==> src/rtl/rx_block_lock.sv <==
// rx_block_lock
//   Receive-path block-lock FSM that sits directly after the Rx block-sync
//   gearbox. It classifies each 2-bit sync header and slips the gearbox
//   until a full window of clean headers is seen. It then forwards data and
//   headers downstream, qualified by lock.
//
// Ports
//   i_clk            clock
//   i_reset          synchronous active-high reset
//   i_rx_data        data word from gearbox
//   i_rx_data_valid  i_rx_data valid this cycle
//   i_rx_hdr         sync header from gearbox
//   i_rx_hdr_valid   i_rx_hdr valid this cycle (once per 66-bit block)
//   o_slip           one-cycle slip request to the gearbox
//   o_block_lock     block alignment achieved
//   o_rx_data        registered i_rx_data
//   o_rx_hdr         registered i_rx_hdr
//   o_rx_data_valid  registered i_rx_data_valid & o_block_lock
//   o_rx_hdr_valid   registered i_rx_hdr_valid & o_block_lock
module rx_block_lock #(
  parameter int DATA_WIDTH     = 32,
  parameter int HDR_WIDTH      = 2,
  parameter int SH_CNT_MAX     = 64,
  parameter int SH_INVALID_MAX = 16,
  parameter int SLIP_WAIT_HDRS = 2
) (
  input  logic                  i_clk,
  input  logic                  i_reset,
  input  logic [DATA_WIDTH-1:0] i_rx_data,
  input  logic                  i_rx_data_valid,
  input  logic [HDR_WIDTH-1:0]  i_rx_hdr,
  input  logic                  i_rx_hdr_valid,
  output logic                  o_slip,
  output logic                  o_block_lock,
  output logic [DATA_WIDTH-1:0] o_rx_data,
  output logic [HDR_WIDTH-1:0]  o_rx_hdr,
  output logic                  o_rx_data_valid,
  output logic                  o_rx_hdr_valid
);

  localparam int SH_W   = $clog2(SH_CNT_MAX + 1);
  localparam int INV_W  = $clog2(SH_INVALID_MAX + 1);
  localparam int WAIT_W = (SLIP_WAIT_HDRS < 1) ? 1 : $clog2(SLIP_WAIT_HDRS + 1);

  localparam logic [SH_W-1:0]   SH_LAST  = SH_W'(SH_CNT_MAX);
  localparam logic [INV_W-1:0]  INV_LAST = INV_W'(SH_INVALID_MAX);
  localparam logic [WAIT_W-1:0] WAIT_END = WAIT_W'(SLIP_WAIT_HDRS);

  localparam logic [HDR_WIDTH-1:0] HDR_DATA = HDR_WIDTH'(2'b01);
  localparam logic [HDR_WIDTH-1:0] HDR_CTRL = HDR_WIDTH'(2'b10);

  typedef enum logic {
    TEST      = 1'b0,
    SLIP_WAIT = 1'b1
  } state_t;

  // registered copy of the gearbox word handed to the descrambler
  typedef struct packed {
    logic [DATA_WIDTH-1:0] data;
    logic [HDR_WIDTH-1:0]  hdr;
    logic                  data_vld;
    logic                  hdr_vld;
  } rx_word_t;

  state_t            state_q, state_d;
  logic [SH_W-1:0]   sh_cnt_q, sh_cnt_d;
  logic [INV_W-1:0]  inv_cnt_q, inv_cnt_d;
  logic [WAIT_W-1:0] wait_cnt_q, wait_cnt_d;
  logic              lock_q, lock_d;
  logic              slip_q, slip_d;
  rx_word_t          word_q, word_d;

  logic              hdr_bad;
  logic [SH_W-1:0]   sh_nxt;
  logic [INV_W-1:0]  inv_nxt;
  logic [WAIT_W-1:0] wait_nxt;

  assign hdr_bad  = (i_rx_hdr != HDR_DATA) && (i_rx_hdr != HDR_CTRL);
  assign sh_nxt   = sh_cnt_q + SH_W'(1);
  assign inv_nxt  = inv_cnt_q + INV_W'(hdr_bad);
  assign wait_nxt = wait_cnt_q + WAIT_W'(1);

  always_comb begin
    state_d    = state_q;
    sh_cnt_d   = sh_cnt_q;
    inv_cnt_d  = inv_cnt_q;
    wait_cnt_d = wait_cnt_q;
    lock_d     = lock_q;
    slip_d     = 1'b0;
    unique case (state_q)
      TEST: begin
        if (i_rx_hdr_valid) begin
          // Unlocked: any bad header slips. Locked: only the window's
          // SH_INVALID_MAX-th bad header does. This takes priority over
          // window end.
          if (hdr_bad && (!lock_q || (inv_nxt >= INV_LAST))) begin
            slip_d    = 1'b1;
            lock_d    = 1'b0;
            sh_cnt_d  = '0;
            inv_cnt_d = '0;
            state_d   = SLIP_WAIT;
          end else if (sh_nxt == SH_LAST) begin
            // A clean window grants lock. A window with some errors keeps
            // the current lock state.
            if (inv_nxt == '0) lock_d = 1'b1;
            sh_cnt_d  = '0;
            inv_cnt_d = '0;
          end else begin
            sh_cnt_d  = sh_nxt;
            inv_cnt_d = inv_nxt;
          end
        end
      end
      SLIP_WAIT: begin
        // The headers seen here come from the pre-slip alignment or from a
        // gearbox that is still realigning, so they are counted and dropped.
        // Because this state lasts at least one cycle, slip pulses can
        // never be back to back.
        if (SLIP_WAIT_HDRS < 1) begin
          state_d = TEST;
        end else if (i_rx_hdr_valid) begin
          if (wait_nxt >= WAIT_END) begin
            wait_cnt_d = '0;
            state_d    = TEST;
          end else begin
            wait_cnt_d = wait_nxt;
          end
        end
      end
      default: state_d = TEST;
    endcase
  end

  // Valid gating uses the lock state held before this edge, so the block
  // that grants lock is not itself forwarded.
  always_comb begin
    word_d          = '0;
    word_d.data     = i_rx_data;
    word_d.hdr      = i_rx_hdr;
    word_d.data_vld = i_rx_data_valid & lock_q;
    word_d.hdr_vld  = i_rx_hdr_valid & lock_q;
  end

  always_ff @(posedge i_clk) begin
    if (i_reset) begin
      state_q    <= TEST;
      sh_cnt_q   <= '0;
      inv_cnt_q  <= '0;
      wait_cnt_q <= '0;
      lock_q     <= 1'b0;
      slip_q     <= 1'b0;
      word_q     <= '0;
    end else begin
      state_q    <= state_d;
      sh_cnt_q   <= sh_cnt_d;
      inv_cnt_q  <= inv_cnt_d;
      wait_cnt_q <= wait_cnt_d;
      lock_q     <= lock_d;
      slip_q     <= slip_d;
      word_q     <= word_d;
    end
  end

  assign o_slip          = slip_q;
  assign o_block_lock    = lock_q;
  assign o_rx_data       = word_q.data;
  assign o_rx_hdr        = word_q.hdr;
  assign o_rx_data_valid = word_q.data_vld;
  assign o_rx_hdr_valid  = word_q.hdr_vld;

endmodule

==> config.mk <==
export PLATFORM = sky130hd
export DESIGN_NAME = rx_block_lock
export DESIGN_NICKNAME = d
export VERILOG_FILES = /design/src/rtl/rx_block_lock.sv
export SDC_FILE = /design/constraint.sdc
export NUM_CORES = 1
export LEC_CHECK = 0
export BUFFER_PORTS_ARGS = -buffer_cell sky130_fd_sc_hd__clkbuf_2
export CAP_MARGIN = 20
export CORE_ASPECT_RATIO = 0.6
export CORE_MARGIN = 2
export CORE_UTILIZATION = 47
export DETAILED_ROUTE_END_ITERATION = 16
export PLACE_DENSITY = 0.78
export SETUP_SLACK_MARGIN = 0.5
export SLEW_MARGIN = 0
export SYNTH_ARGS = -nofsm -noshare
export SYNTH_HDL_FRONTEND = slang
export SYNTH_SLANG_ARGS = --single-unit
export TNS_END_PERCENT = 30
==> constraint.sdc <==
create_clock -name i_clk -period 2.4 [get_ports i_clk]
set_input_delay 0.12 -clock i_clk [delete_from_list [all_inputs] [get_ports i_clk]]
set_output_delay 0.12 -clock i_clk [all_outputs]
set_load 0.01 [all_outputs]
# Yosys cells after proc, flatten, opt, wreduce, memory -nomap -nowiden
# Index checks and enable logic that the tools add are counted.
word_totals:
  regBits: 53
  output_inout_bits: 38
  wordCells: 45
classes:
  addsub: 3
  n_lt_le_gt_ge: 2
  n_eq_ne: 3
  muxes: 13
  bitwise: 3
  n_reduce_logical: 11
ops:
  columns: ["op", "count"]
  rows:
  - ["$mux 7", 2]
  - ["$mux 5", 2]
  - ["$add 7x1->7 const B", 1]
  - ["$eq 7x7->1 const B", 1]
  - ["$mux 1", 7]
  - ["$add 5x1->5", 1]
  - ["$ge 5x5->1 const B", 1]
  - ["$logic_not 5->1", 1]
  - ["$reduce_and 2->1", 2]
  - ["$reduce_and 4->1", 1]
  - ["$reduce_bool 2->1", 2]
  - ["$add 2x1->2 const B", 1]
  - ["$and 1x1->1", 2]
  - ["$ge 2x2->1 const B", 1]
  - ["$logic_and 1x1->1", 2]
  - ["$mux 2", 1]
  - ["$ne 2x1->1 const B", 1]
  - ["$ne 2x2->1 const B", 1]
  - ["$pmux 1 s2", 1]
  - ["$reduce_or 2->1", 1]
  - ["$logic_not 1->1", 1]
  - ["$logic_or 1x1->1", 1]
  - ["$not 1->1", 1]

# Depth between registers and ports, before layout
logic_depth:
  ltp_word: 9
  ltp_mapped: 8
  depth_no_buf: 8

# Least setup slack after synthesis
# OpenSTA, ideal clock, no wires.
synth_timing:
  path_kind: "input-to-reg"
  startpoint: "in i_rx_hdr[0]"
  endpoint: "reg sh_cnt_q[6]"
  t_arrival_ps: 1825
  t_required_ps: 2285
  slack_ps: 459
  stages: 8
  n_path_buf: 0
  path_cell_list: "xor2_1 -> inv_1 -> ha_1 -> ha_1 -> and4_1 -> o21ai_0 -> a222oi_1 -> o21ba_2"
synth_between:
  elab_chain_cells: 7
synth_rtl:
  columns: ["element", "line", "rtl"]
  rows:
  - ["from (decl)", "31", "input logic [HDR_WIDTH-1:0] i_rx_hdr,"]
  - ["$ne 2x1->1 / $ne 2x2->1 (equally long branches)", "78", "assign hdr_bad = (i_rx_hdr != HDR_DATA) && (i_rx_hdr != HDR_CTRL);"]
  - ["$logic_and 1x1->1 *", "78", null]
  - ["$add 5x1->5", "80", "assign inv_nxt = inv_cnt_q + INV_W'(hdr_bad);"]
  - ["$ge 5x5->1", "96", "if (hdr_bad && (!lock_q || (inv_nxt >= INV_LAST))) begin"]
  - ["$logic_or 1x1->1", "96", null]
  - ["$logic_and 1x1->1 *", "96", null]
  - ["$mux 7 *", "96", null]
  - ["to (signal assigned)", "155", "sh_cnt_q <= sh_cnt_d;"]
  - ["to (decl)", "66", "logic [SH_W-1:0] sh_cnt_q, sh_cnt_d;"]
# Mark *: on every way between the ends. The rest lies on a longest branch, timed or not.
# A chain may end at the register's enable or synchronous reset.

# Final worst setup path
layout_timing:
  startpoint: "reg inv_cnt_q[0]"
  endpoint: "reg lock_q, in the netlist o_block_lock"
layout_between:
  elab_chain_cells: 6
layout_rtl:
  columns: ["element", "line", "rtl"]
  rows:
  - ["from (decl)", "67", "logic [INV_W-1:0] inv_cnt_q, inv_cnt_d;"]
  - ["from (signal assigned)", "156", "inv_cnt_q <= inv_cnt_d;"]
  - ["$add 5x1->5 *", "80", null]
  - ["$ge 5x5->1", "96", null]
  - ["$logic_or 1x1->1", "96", null]
  - ["$logic_and 1x1->1", "96", null]
  - ["$reduce_bool 2->1 (no source line)", null, null]
  - ["$reduce_and 4->1 (no source line)", null, null]
  - ["to (signal assigned)", "158", "lock_q <= lock_d;"]
  - ["to (decl)", "69", "logic lock_q, lock_d;"]
# Marks and branches as above.

==> run metrics <==
type of element capturing the critical path register; number of buffers created by CTS 5; Global Route Usage Sum 0.180; clock network fraction of design power 0.309; share of the yosys chip area belonging to registers 0.568; fin crit share 0.784; aggregate routed wire length 3.94 mm; number of flops mapped to enable cells by yosys 0; total power consumption of the routed design 1.57 mW; antenna-violating nets left 0; maximum single-stage delay on the critical path 0.52 ns; worst min-delay path class input pin to register; Pins Over Slew Limit 0; initial detailed-routing violation count 85; number of warnings issued by yosys 0; crit path buf inv count 0; y dimension of the die 52.8 um; count of nets after finishing 301; area of the die 4510 um^2; Cell Chain, Critical Path ha_1 > ha_2 > and4_1 > nor2_1 > or4b_1 > a21oi_1; start point of the worst min-delay path i_rx_data[25]; clock tree from TritonCTS done; antenna violations before repair 0; clock transition time at the flip-flop clock pins of the worst setup and hold paths 0.09 ns; distinct cell type count after synthesis 35; DR vias/cell 4.94; global-route wire length before repair 6.35 mm; data arrival time of the critical path 2.12 ns; Comb power frac 0.098; library cell occupying the most area in the post-synthesis netlist dfxtp_1; Worst-Margin Slew 0.522 ns; worst-case register-to-register setup slack 0.52 ns; share of synthesized flip-flops with an asynchronous set or reset 0; via count 1,516; maximum number of pins on one net before global-route repair 28; # H-tree levels 2; flop and latch count out of synthesis 53; Data required, critical path 2.64 ns; critical path's slowest cell or4b_1; HPWL after DPL 2.98 mm; synthesized area divided by synthesized cell count 10.3 um^2; r2r startpoint inv_cnt_q[0]$_SDFFE_PP0P_; Clock Latency Late Sink 0.30 ns; hold violation count in the final report 0; Worst path top cell family by delay simple AND/OR/NAND/NOR gates; switching component of the power 0.377 mW; setup clock skew after layout 0.00260 ns; Clock Tree Buf Depth 2; number of rows created at floorplan 17; f_max 0.531 GHz; global-route congestion overflow total 0; vias in the first global route 1,443; PD cells 655 nW/um^2; internal power 1.20 mW; largest fanout on the critical path 5; count of buffers from port buffering 75; effective utilization at floorplan 0.499; headroom to the max-slew limit 0.652; CTS Root Cell clkbuf_8; proportion of total power due to net switching 0.240; syn nets 223; Setup CP Type register to register; footprint of the flip-flops and latches 1060 um^2; post-route minimum period 1.88 ns; total clock sinks 53; # IOs 76; Die Wd 85.4 um; most common cell after layout, fill and taps aside clkbuf_2; dominant cells by area after synthesis dfxtp_1, nor2b_1, nand2_1, xor2_1, ha_1; DRC 0; result of the run completed; Max VDD drop 0.438 mV; number of detailed-routing iterations run before antenna repair 4; startpoint type of the worst setup path register; fraction of layout cells with a size suffix above 1 0.377; synthesized netlist cell count 181; critical path launch point inv_cnt_q[0]$_SDFFE_PP0P_; routability cong. 0.796; most frequently used flop master after synthesis dfxtp_1; multi-input gate area in the final layout 781 um^2; placeable core region 3740 um^2; Antenna Diode Count 0; Syn-to-layout area delta 28.7%; detail-routed net length per standard cell 12.8 um; number of filler cells placed in the layout 313; fraction of power consumed by sequential logic 0.593; final sum of negative setup slack 0 ns; fraction of post-synthesis cell area in the top cell type by area 0.568; LEAKAGE 1.07 nW; total setup violations reported at the end of the flow 0; RSZ-0062 raised after global routing yes; max-cap check violation count 0; commonest cells after routing, fill and taps aside clkbuf_2, dfxtp_1, nor2b_1; post-synth design cell area 1870 um^2
state kept, by name (all words and copies together) (netlist names):
| signal | count |
|---|---|
| o_rx_data_valid | 1 |
| inv_cnt_q | 5 |
| o_rx_data | 32 |
| state_q | 1 |
| o_rx_hdr | 2 |
| sh_cnt_q | 7 |
| o_block_lock | 1 |
| o_rx_hdr_valid | 1 |
| o_slip | 1 |
| wait_cnt_q | 2 |
cell type report:
type / count / area share
clock buffers: 6 / 0.0302
clock inverters: 2 / 0.00625
inverters: 6 / 0.00937
multi-input cells: 116 / 0.325
flip-flops and latches: 53 / 0.442
well taps: 47 / 0.0245
repair buffers: 77 / 0.162
power groups by stage:
stage,Sequential (mW),Clock (mW),Combinational [mW]
global route,0.938,0.537,0.172
finish,0.933,0.486,0.154
floorplan,0.968,0,0.0620
detailed placement,0.954,0,0.153
CTS,0.933,0.496,0.154
global placement,0.953,0,0.151
metal layers:
layer,up-vias,wire length (um),track usage
met3,5,417,0.0646
met5,-,0,0
li1,760,-,-
met4,0,29,0.0556
met1,674,1700,0.229
met2,77,1790,0.290
cell usage after synthesis (2+ instances only):
master,instances
dfxtp_1,53
o21ai_0,6
nor3b_1,3
nand2_1,14
ha_1,4
and3_2,2
nor2b_1,35
nor2_1,8
inv_1,6
nand4_1,2
xor2_1,6
a21oi_1,5
nor3_1,3
nand3_1,5
clkbuf_1,5
a31o_2,2
and2_1,3
o221ai_1,2
worst register-to-register path, stage by stage, from the launching register on:
cell     delay [ns]
dfxtp_1        0.37
ha_1           0.19
ha_2           0.26
and4_1         0.27
nor2_1         0.06
or4b_1         0.52
a21oi_1        0.15
cell families (layout without fill, tap and decap cells):
| family | Yosys count | after routing | share of synthesized area |
|---|---|---|---|
| adder cells (fa/ha/maj) | 4 | 4 | 0.0268 |
| AND/OR/NAND/NOR | 81 | 81 | 0.246 |
| flip-flops | 53 | 53 | 0.568 |
| AO/OA/AOI/OAI | 24 | 24 | 0.102 |
| XOR/XNOR | 7 | 7 | 0.0328 |
| buffers and inverters | 12 | 91 | 0.0248 |
worst paths after layout:
path | depth (start not counted) | to
min reg2reg | 2 | wait_cnt_q[1]$_SDFFE_PP0P_
min | 2 | o_rx_data[25]$_SDFF_PP0_
max reg2reg | 6 | o_block_lock$_SDFFE_PP0P_
max | 6 | o_block_lock$_SDFFE_PP0P_
metrics by stage:
step | hold WS (ns) | util | setup slack (ns) | instance area (um^2) | std cells
3_5_place_dp | 0.335 | 0.613 | 0.160 | 2290 | 299
4_1_cts | 0.0164 | 0.636 | 0.480 | 2380 | 307
3_3_place_gp | 0.328 | 0.613 | 0.231 | 2290 | 299
6_report | 0.0198 | 0.642 | 0.518 | 2400 | 307
2_1_floorplan | 0.248 | - | 0.510 | 1870 | 181
5_1_grt | 0.0160 | 0.642 | 0.422 | 2400 | 307
repair_timing:
action | 4_1_cts | 5_1_grt
setup buffers | 0 | 0
pin swaps | 0 | 1
setup endpoints to repair | 6 | 13
resized for setup | 0 | 6
hold buffers | 0 | 0
(Power assumes the default switching activity.)
